`config.mk`:
```
export PLATFORM = sky130hd
export DESIGN_NAME = msg_block_buffer
export DESIGN_NICKNAME = d
export VERILOG_FILES = /design/src/rtl/msg_block_buffer.sv
export SDC_FILE = /design/constraint.sdc
export NUM_CORES = 1
export LEC_CHECK = 0
export ABC_CLOCK_PERIOD_IN_PS = 2700
export BUFFER_PORTS_ARGS = -buffer_cell sky130_fd_sc_hd__buf_2
export CORE_ASPECT_RATIO = 0.6
export CORE_MARGIN = 5
export CORE_UTILIZATION = 47
export CTS_CLUSTER_DIAMETER = 50
export DETAILED_ROUTE_END_ITERATION = 12
export PLACE_DENSITY = 0.85
export SLEW_MARGIN = 20
export SYNTH_ARGS = -nofsm -noshare
export SYNTH_HDL_FRONTEND = slang
export SYNTH_SLANG_ARGS = --single-unit
```
`constraint.sdc`:
```
create_clock -name CLK -period 2.7 [get_ports CLK]
set_clock_uncertainty 0.1 [all_clocks]
set_input_delay 0.81 -clock CLK [delete_from_list [all_inputs] [get_ports CLK]]
set_output_delay 0.81 -clock CLK [all_outputs]
set_load 0.02 [all_outputs]
```
`src/rtl/msg_block_buffer.sv`:
```
// msg_block_buffer: collects up to DEPTH words from a valid/ready stream into
// one packed block and holds it on a valid/ready output until it is taken.
// Word 0 lands in the MSBs. A word flagged with in_last ends a short block;
// the slots that were never written stay zero.
module msg_block_buffer #(
    parameter int DATA_W = 32,
    parameter int DEPTH  = 16,
    localparam int CNT_W = $clog2(DEPTH + 1)
) (
    input  logic                      CLK,
    input  logic                      RST,
    input  logic                      clear,
    input  logic                      in_valid,
    output logic                      in_ready,
    input  logic [DATA_W-1:0]         in_data,
    input  logic                      in_last,
    output logic                      out_valid,
    input  logic                      out_ready,
    output logic [DATA_W*DEPTH-1:0]   out_block,
    output logic [CNT_W-1:0]          out_count,
    output logic [CNT_W-1:0]          fill_count
);

    typedef enum logic {
        S_FILL = 1'b0,
        S_FULL = 1'b1
    } state_t;

    state_t                   r_state;
    state_t                   w_next_state;
    logic [DATA_W-1:0]        r_mem [DEPTH];
    logic [CNT_W-1:0]         r_fill_count;
    logic [CNT_W-1:0]         r_out_count;
    logic [DATA_W*DEPTH-1:0]  w_block;
    logic                     w_flush;
    logic                     w_accept;
    logic                     w_last_word;
    logic                     w_xfer;

    assign w_flush     = !RST || clear;
    assign w_accept    = in_valid && (r_state == S_FILL);
    assign w_last_word = w_accept && (in_last || (r_fill_count == CNT_W'(DEPTH - 1)));
    assign w_xfer      = (r_state == S_FULL) && out_ready;

    // State register: synchronous active-low reset, clear acts like reset
    always_ff @(posedge CLK) begin
        if (w_flush) begin
            r_state <= S_FILL;
        end else begin
            r_state <= w_next_state;
        end
    end

    // Next-state: leave FILL on the final word, leave FULL on transfer
    always_comb begin
        w_next_state = r_state;
        case (r_state)
            S_FILL: if (w_last_word) w_next_state = S_FULL;
            S_FULL: if (w_xfer)      w_next_state = S_FILL;
            default: w_next_state = S_FILL;
        endcase
    end

    // Handshake outputs decode the state directly
    always_comb begin
        in_ready  = (r_state == S_FILL);
        out_valid = (r_state == S_FULL);
    end

    // Word storage and counters; the block is zeroed on transfer so that a
    // later short block never carries stale words in its unwritten slots
    always_ff @(posedge CLK) begin
        if (w_flush) begin
            r_fill_count <= '0;
            r_out_count  <= '0;
            for (int unsigned i = 0; i < DEPTH; i++) begin
                r_mem[i] <= '0;
            end
        end else if (w_accept) begin
            for (int unsigned i = 0; i < DEPTH; i++) begin
                if (r_fill_count == CNT_W'(i)) begin
                    r_mem[i] <= in_data;
                end
            end
            if (w_last_word) begin
                r_fill_count <= '0;
                r_out_count  <= r_fill_count + CNT_W'(1);
            end else begin
                r_fill_count <= r_fill_count + CNT_W'(1);
            end
        end else if (w_xfer) begin
            r_fill_count <= '0;
            r_out_count  <= '0;
            for (int unsigned i = 0; i < DEPTH; i++) begin
                r_mem[i] <= '0;
            end
        end
    end

    // Pack slots into the output vector, slot 0 in the most significant word
    always_comb begin
        w_block = '0;
        for (int unsigned i = 0; i < DEPTH; i++) begin
            w_block[DATA_W*(DEPTH-i)-1 -: DATA_W] = r_mem[i];
        end
    end

    assign out_block  = w_block;
    assign out_count  = r_out_count;
    assign fill_count = r_fill_count;

endmodule

```
== After elaboration in Yosys (flattened, before gate mapping) ==
Memory sizes are Yosys's and may differ from the RTL's.
Cells that the tools add are included.

* Register bits after elaboration: 11
* RAM bits: 512
* Bits of input ports: 38
* Output and inout port bits: 524
* Word-level logic and storage cells: 173
* Memories: 1

{| class="wikitable"
|+ Memories
! name !! words !! width !! rd ports !! clocked after memory_dff !! write ports !! RTL line !! source
|-
| r_mem || 16 || 32 || 16 || 0 || 16 || 31 || <nowiki>logic [DATA_W-1:0] r_mem [DEPTH];</nowiki>
|}

* Add/sub/neg operators: 1
* Equal/unequal tests: 16
* Muxes and demuxes: 110
* Bitwise operators: 33
* Reduce and logical (&&, ||, !) cells: 9

{| class="wikitable"
|+ Operator list
! kind !! count
|-
| $mux 32 || 32
|-
| $mux 1 || 72
|-
| $eq 5x4->1 const B || 8
|-
| $or 1x1->1 || 32
|-
| $mux 5 || 5
|-
| $eq 5x3->1 const B || 4
|-
| $eq 5x2->1 const B || 2
|-
| $add 5x1->5 const B || 1
|-
| $eq 5x1->1 const B || 1
|-
| $logic_not 5->1 || 1
|-
| $logic_and 1x1->1 || 3
|-
| $logic_or 1x1->1 || 2
|-
| $ne 2x1->1 const B || 1
|-
| $pmux 1 s2 || 1
|-
| $reduce_and 2->1 || 1
|-
| $reduce_bool 2->1 || 1
|-
| $logic_not 1->1 || 1
|-
| $not 1->1 || 1
|}

== Longest topological paths before layout ==
Gate-level depths: netlist (run 1).

* Depth after elaboration: 7
* Gate-level depth with buffers: 8
* Gate-level depth less buffers: 6

== Worst setup path before layout (run 1) ==
OpenSTA, ideal clock, no wires.

* Kind: in2reg
* Start point: in in_valid
* End point: mem r_mem[1][0] (netlist: r_mem[0][32]), enable pin
* Arrival: 2.391 ns
* Setup slack: -0.180 ns
* Stages: 5
* Cells stage by stage: buf_2 nor4b_4 nand2_1 buf_2 nand2_1

{| class="wikitable"
|+ RTL lines
! element !! RTL line !! source
|-
| start: declaration || 13 || <nowiki>input logic in_valid,</nowiki>
|-
| end: declaration || 31 ||
|}

== Worst setup path in the final report (run 1) ==
* Start point: reg r_state (netlist: out_valid)
* End point: out in_ready

* Longest elaborated chain between the ends: 1

{| class="wikitable"
|+ Ends and longest elaborated chain
! element !! RTL line !! source
|-
| start: declaration || 29 || <nowiki>state_t r_state;</nowiki>
|-
| start signal: assignment || 50 || <nowiki>r_state <= w_next_state;</nowiki>
|-
| $not 1->1 || - ||
|-
| end: declaration || 14 || <nowiki>output logic in_ready,</nowiki>
|}

No other way between the ends.

==> results of run 1 <==
[worst min-delay path by stage]
stage                                     startpoint                    endpoint  slack, ns  cells past startpoint
after floorplan           r_mem[1][128]$_SDFFE_PP0P_  r_mem[1][128]$_SDFFE_PP0P_       0.45                      2
after global placement     r_mem[1][17]$_SDFFE_PP0P_   r_mem[1][17]$_SDFFE_PP0P_       0.34                      1
after detailed placement   r_mem[1][54]$_SDFFE_PP0P_   r_mem[1][54]$_SDFFE_PP0P_       0.35                      1
after CTS                  r_mem[1][13]$_SDFFE_PP0P_   r_mem[1][13]$_SDFFE_PP0P_       0.36                      1
after global routing       r_mem[1][16]$_SDFFE_PP0P_   r_mem[1][16]$_SDFFE_PP0P_       0.37                      1
final                      r_mem[1][54]$_SDFFE_PP0P_   r_mem[1][54]$_SDFFE_PP0P_       0.36                      1
[synthesized netlist by cell type, types with 5 or more instances]
library cell  count
buf_6             6
a31o_2           15
buf_2            76
nor2_1          262
ha_1              5
nor3_1           64
and3_1           47
a32o_1           64
nand2_1          54
nand3_1         113
o21ai_0         146
inv_1             5
and4bb_2          5
edfxtp_1        256
clkbuf_1         90
dfxtp_1         267
buf_1            16
a21oi_1          99
o2111ai_1        53
[per-layer routing]
layer  vias up  GRT usage [%]  share of wire [%]
met5         -              0                  0
met4         0           13.6                5.2
met3       248           8.61                 13
met2      1295           47.6                 46
met1      8134           39.9                 36
li1       7114              -                  -
[logic make-up after synthesis]
family          count (synthesis)  synth area share, %
compound gates                393                 13.7
xor+xnor                        2               0.0909
fa+ha+maj                       5                0.325
buf+inv                       197                 4.63
flops                         523                 67.6
simple gates                  566                 13.7
[layout by cell type, fill, tap and decap left out, types with 6 or more instances in the layout]
cell	count
clkinv_2	10
clkinv_1	6
buf_2	561
nand2_2	6
o21ai_0	146
buf_12	18
o2111ai_1	53
nor2_1	260
a21oi_1	99
dfxtp_1	267
nor3_1	64
and3_1	47
clkbuf_8	8
a32o_1	64
edfxtp_1	256
diode_2	6
a31o_2	15
buf_4	42
nand3_1	113
clkbuf_16	47
nand2_1	47
[cell type report]
class	instances	share of cell area (%)
clock buffer	58	5.38
inverter	5	0.0778
sequential	523	54.0
timing repair buffer	621	14.4
multi-input combinational	966	22.4
tap	531	2.75
antenna	6	0.0622
clock inverter	28	0.850
[sequential cells by signal, summed over array words and instances, names as in the netlist]
name / flops
r_mem: 512
fill_count: 5
out_valid: 1
out_count: 5
[critical path: cells and delay by family (launching register included)]
family | cells | cell delay, ns
buffers and inverters | 2 | 0.39
DFF | 1 | 0.66
[power by group through the flow]
stage | registers (uW) | clock network, uW | logic [uW]
after floorplan | 8970 | 0 | 317
after global placement | 8720 | 0 | 1050
after detailed placement | 8730 | 0 | 1070
after CTS | 8550 | 6630 | 1070
after global routing | 8560 | 6990 | 1120
final | 8550 | 6550 | 1090
[metrics by stage]
step | utilization, % | total power, uW
2_1_floorplan | - | 9280
3_3_place_gp | 55.8 | 9770
3_5_place_dp | 55.8 | 9800
4_1_cts | 59.5 | 16300
5_1_grt | 59.6 | 16700
6_report | 59.6 | 16200
==> impl_metrics.tcl, run 1 <==
set metrics [dict create \
    hold_violations 0 \
    area_delta_synth_final_pct 25.2 \
    syn_area_sq_um 19300 \
    tns_ns 0 \
    synth_ff_type "dfxtp_1" \
    rsz0062_at_grt "false" \
    drc 0 \
    synth_cells 1686 \
    die-area_sq_um 45300 \
    antenna_found_initial 4 \
    timing.rr.end "r_mem[1][252]$_SDFFE_PP0P_" \
    synth_seq_area_share_pct 67.6 \
    crit_chain "inv_1, buf_2" \
    ys_seq_elements 523 \
    wl_per_cell_um 26.5 \
    globalRouteOverflowTotal 0 \
    hold-worst-slack_ns 0.361 \
    p_clk_share_pct 40.5 \
    max_slew_margin_pct 56.3 \
    post_dp_cell_area_sq_um 22600 \
    finalCritPeriodShare_pct 93.0 \
    cellPowerDensity_nw_per_um2 671 \
    grt_pass1_wl_um 106000 \
    synth_edf_count 256 \
    fill_cells 3217 \
    place_ws_ns 0.166 \
    fin_cells 2738 \
    syn_avg_cell_area_sq_um 11.4 \
    criticalPathCategory "reg -> out" \
    multi_input_area_sq_um 5420 \
    cp-startpoint "out_valid$_SDFF_PN0_" \
    placement.io_buffers 561 \
    cp-end-kind "primary output" \
    yosysWarnings 0 \
    clock_sinks 523 \
    r2r.worst_path.cells 7 \
    worstMarginPinSlew_ns 0.653 \
    arrival_ns 1.60 \
    finalSetupViolCount 0 \
    synth_top_cell_area_share_pct 39.9 \
    hpwl_um 49500 \
    grt_max_degree 115 \
    drv_slew 0 \
    cellLeakagePower_uw 0.0105 \
    grt_usage_pct 30.5 \
    htreeDepth 2 \
    route.final.wire_length_um 72500 \
    p_int_uw 12300 \
    setup_ws_ns 0.188 \
    cts_made_buffers 47 \
    drt_iter0_drc 2532 \
    crit_path_start_kind "flop" \
    core-area_sq_um 40500 \
    worst_ep_required_time_ns 1.79 \
    min_period_ns 2.51 \
    seq_area_sq_um 13000 \
    cts_buffer_depth 3 \
    slowest_delay_ns 0.66 \
    min-delay-path-class "reg -> reg" \
    die_w_um 271 \
    start_util_pct 47.6 \
    grt_pass1_vias 15965 \
    clkTransAtPathRegs_ns 0.07 \
    clock_latency_ns 0.55 \
    clk_root_buffer_cell "clkbuf_16" \
    post_cts_buffers 0 \
    ctsHoldBuffers 0 \
    ff2ff_setup_slack_ns 0.31 \
    p_sw_uw 3930 \
    ioPinCount 562 \
    vias 16791 \
    power_frac_seq_pct 52.8 \
    cts_tree "built" \
    synth_cell_types 44 \
    critical-path-slowest-cell "dfxtp_1" \
    die_height_um 167 \
    drv_cap 0 \
    cts_resized 0 \
    crit_end "in_ready" \
    design_area_sq_um 24100 \
    crit_fanout 15 \
    power_frac_comb_pct 6.7 \
    layout-drive-gt1-share_pct 33.5 \
    nets 2207 \
    power_switching_share_pct 24.2 \
    synth_nets 1729 \
    vdd_drop_max_mv 0.512 \
    synth.area.top_cells "edfxtp_1 (40%), dfxtp_1 (28%), nor2_1 (5.1%)" \
    firstDrtPassIters 7 \
    synthArstFlopShare_pct 0 \
    rows 57 \
    globalplace.congestion 0.895 \
    yosysTopAreaCell "edfxtp_1" \
    antenna_left 0 \
    fmax_ghz 0.398 \
    status "completed" \
    worst_r2r_startpoint "fill_count[0]$_SDFFE_PN0P_" \
    dp.cells 2646 \
    via_per_inst 6.13 \
]
(Power assumes the default switching activity.)
==> inputs of run 2 (changes only) <==
--- a/config.mk
+++ b/config.mk
@@ -7,12 +7,11 @@
 export LEC_CHECK = 0
 export ABC_CLOCK_PERIOD_IN_PS = 2700
 export BUFFER_PORTS_ARGS = -buffer_cell sky130_fd_sc_hd__buf_2
-export CORE_ASPECT_RATIO = 0.6
-export CORE_MARGIN = 5
-export CORE_UTILIZATION = 47
+export CORE_AREA = 5 5 215 217
 export CTS_CLUSTER_DIAMETER = 50
 export DETAILED_ROUTE_END_ITERATION = 12
-export PLACE_DENSITY = 0.85
+export DIE_AREA = 0 0 220 222
+export PLACE_DENSITY = 0.81
 export SLEW_MARGIN = 20
 export SYNTH_ARGS = -nofsm -noshare
 export SYNTH_HDL_FRONTEND = slang
==> run 2 against run 1 <==
Via count shrank 0.48%. Core utilization is 4.0 points lower. Wire length down 2.7%. Largest power group unchanged. Combinational power about the same. Critical path depth unchanged. Hold slack improved by 0.0023 ns. Largest cell class unchanged. Global-route usage fell by 3.1 points. Setup slack worse by 0.076 ns. Sequential share of layout area decreased by 0.58 points. Power grew 4.1%.
==> impl_metrics.tcl, run 2 (same netlist as run 1, synthesis figures left out) <==
set metrics [dict create \
    ioPinCount 562 \
    crit_chain "inv_1, buf_2" \
    post_cts_buffers 0 \
    vias 16710 \
    cellLeakagePower_uw 0.0106 \
    via_per_inst 5.98 \
    critical-path-slowest-cell "dfxtp_1" \
    layout-drive-gt1-share_pct 33.6 \
    route.final.wire_length_um 70600 \
    cts_made_buffers 51 \
    worst_r2r_startpoint "fill_count[0]$_SDFFE_PN0P_" \
    globalplace.congestion 0.873 \
    clk_root_buffer_cell "clkbuf_16" \
    globalRouteOverflowTotal 0 \
    placement.io_buffers 561 \
    crit_family "flip-flops" \
    crit_fanout 15 \
    grt_max_degree 95 \
    hpwl_um 48500 \
    fmax_ghz 0.386 \
    fin_cells 2795 \
    grt_pass1_wl_um 102000 \
    arrival_ns 1.68 \
    firstDrtPassIters 7 \
    drv_slew 0 \
    clock_sinks 523 \
    drv_cap 0 \
    highest_layer "met5" \
    criticalPathCategory "reg -> out" \
    fill_cells 3529 \
    rsz0062_at_grt "false" \
    ctsHoldBuffers 0 \
    worstPathBufferInverterCount 2 \
    nets 2204 \
    htreeDepth 2 \
    final_common_cell "buf_2" \
    die_height_um 222 \
    core-area_sq_um 43900 \
    largest_reg_flops 512 \
    antenna_left 0 \
    start_util_pct 43.9 \
    worstMarginPinSlew_ns 0.731 \
    dr_wl_met3_um 9160 \
    min-delay-path-class "reg -> reg" \
    finalCritPeriodShare_pct 95.8 \
    die-area_sq_um 48800 \
    dp.cells 2700 \
    seq_area_sq_um 13000 \
    multi_input_area_sq_um 5420 \
    status "completed" \
    antenna_found_initial 2 \
    met2_length_um 33000 \
    crit_path_start_kind "flop" \
    drt-met1-wl_um 24500 \
    grt_pass1_vias 15679 \
    cts_resized 0 \
    drt_iter0_drc 2022 \
    cts_tree "built" \
    min_from "r_mem[1][45]$_SDFFE_PP0P_" \
    power_uw 16900 \
    area_delta_synth_final_pct 26.6 \
    cellPowerDensity_nw_per_um2 691 \
    clkTransAtPathRegs_ns 0.06 \
    drc 0 \
    finalSetupViolCount 0 \
    cp-end-kind "primary output" \
    grt_usage_pct 27.4 \
    cp-startpoint "out_valid$_SDFF_PN0_" \
    cts_buffer_depth 3 \
    worst_ep_required_time_ns 1.79 \
    vdd_drop_max_mv 0.476 \
    most-common-layout-cells "buf_2 (561), dfxtp_1 (267), nor2_1 (260)" \
    rows 77 \
    min_period_ns 2.59 \
    hold_violations 0 \
    max_slew_margin_pct 51.1 \
    die_w_um 220 \
    num_antenna_cells 0 \
    wl_per_cell_um 25.3 \
    slowest_delay_ns 0.69 \
    largest-register "r_mem" \
    clock_latency_ns 0.58 \
]
run 2: cell count changes in the layout (fill, tap and decap cells not counted), moves of 3 or more:
cell	previous run	this run
buf_4	42	33
bufinv_16	1	4
clkbuf_16	47	53
clkinv_2	10	14
diode_2	6	0
run 2: worst paths after layout:
kind                                end  slack [ns]  cells after the start
min reg2reg   r_mem[1][45]$_SDFFE_PP0P_        0.36                      1
max                            in_ready        0.11                      2
max reg2reg  fill_count[3]$_SDFFE_PN0P_        0.26                      6
min           r_mem[1][45]$_SDFFE_PP0P_        0.36                      1
run 2: layout make-up:
type                            count  area share [%]
Tap cell                          592            3.04
Multi-Input combinational cell    966            22.2
Sequential cell                   523            53.4
Timing Repair Buffer              614            14.2
Inverter                            5          0.0769
Clock buffer                       64            5.93
Clock inverter                     31            1.14
run 2: routing by layer:
metal	track usage, %	vias up
met5	0	-
met4	13.3	2
met3	7.82	253
met2	43.9	1310
met1	34.1	8049
li1	-	7096
run 2: power by group:
part / internal [uW] / total, uW / switching (uW)
Combinational: 237 / 1070 / 833
Clock: 4190 / 7220 / 3040
Sequential: 8490 / 8570 / 79.7
Total: 12900 / 16900 / 3950
run 2: per-stage QoR:
step / util [%] / TNS, ns / cell area (sq um) / hold WS [ns] / setup slack, ns
global placement: 51.6 / 0 / 22700 / 0.344 / 0.290
finish: 55.5 / 0 / 24400 / 0.363 / 0.112
global route: 55.5 / 0 / 24400 / 0.378 / 0.0353
floorplan: - / -26.85 / 19300 / 0.454 / -0.170
CTS: 55.5 / 0 / 24400 / 0.364 / 0.103
detailed placement: 51.6 / 0 / 22700 / 0.349 / 0.233
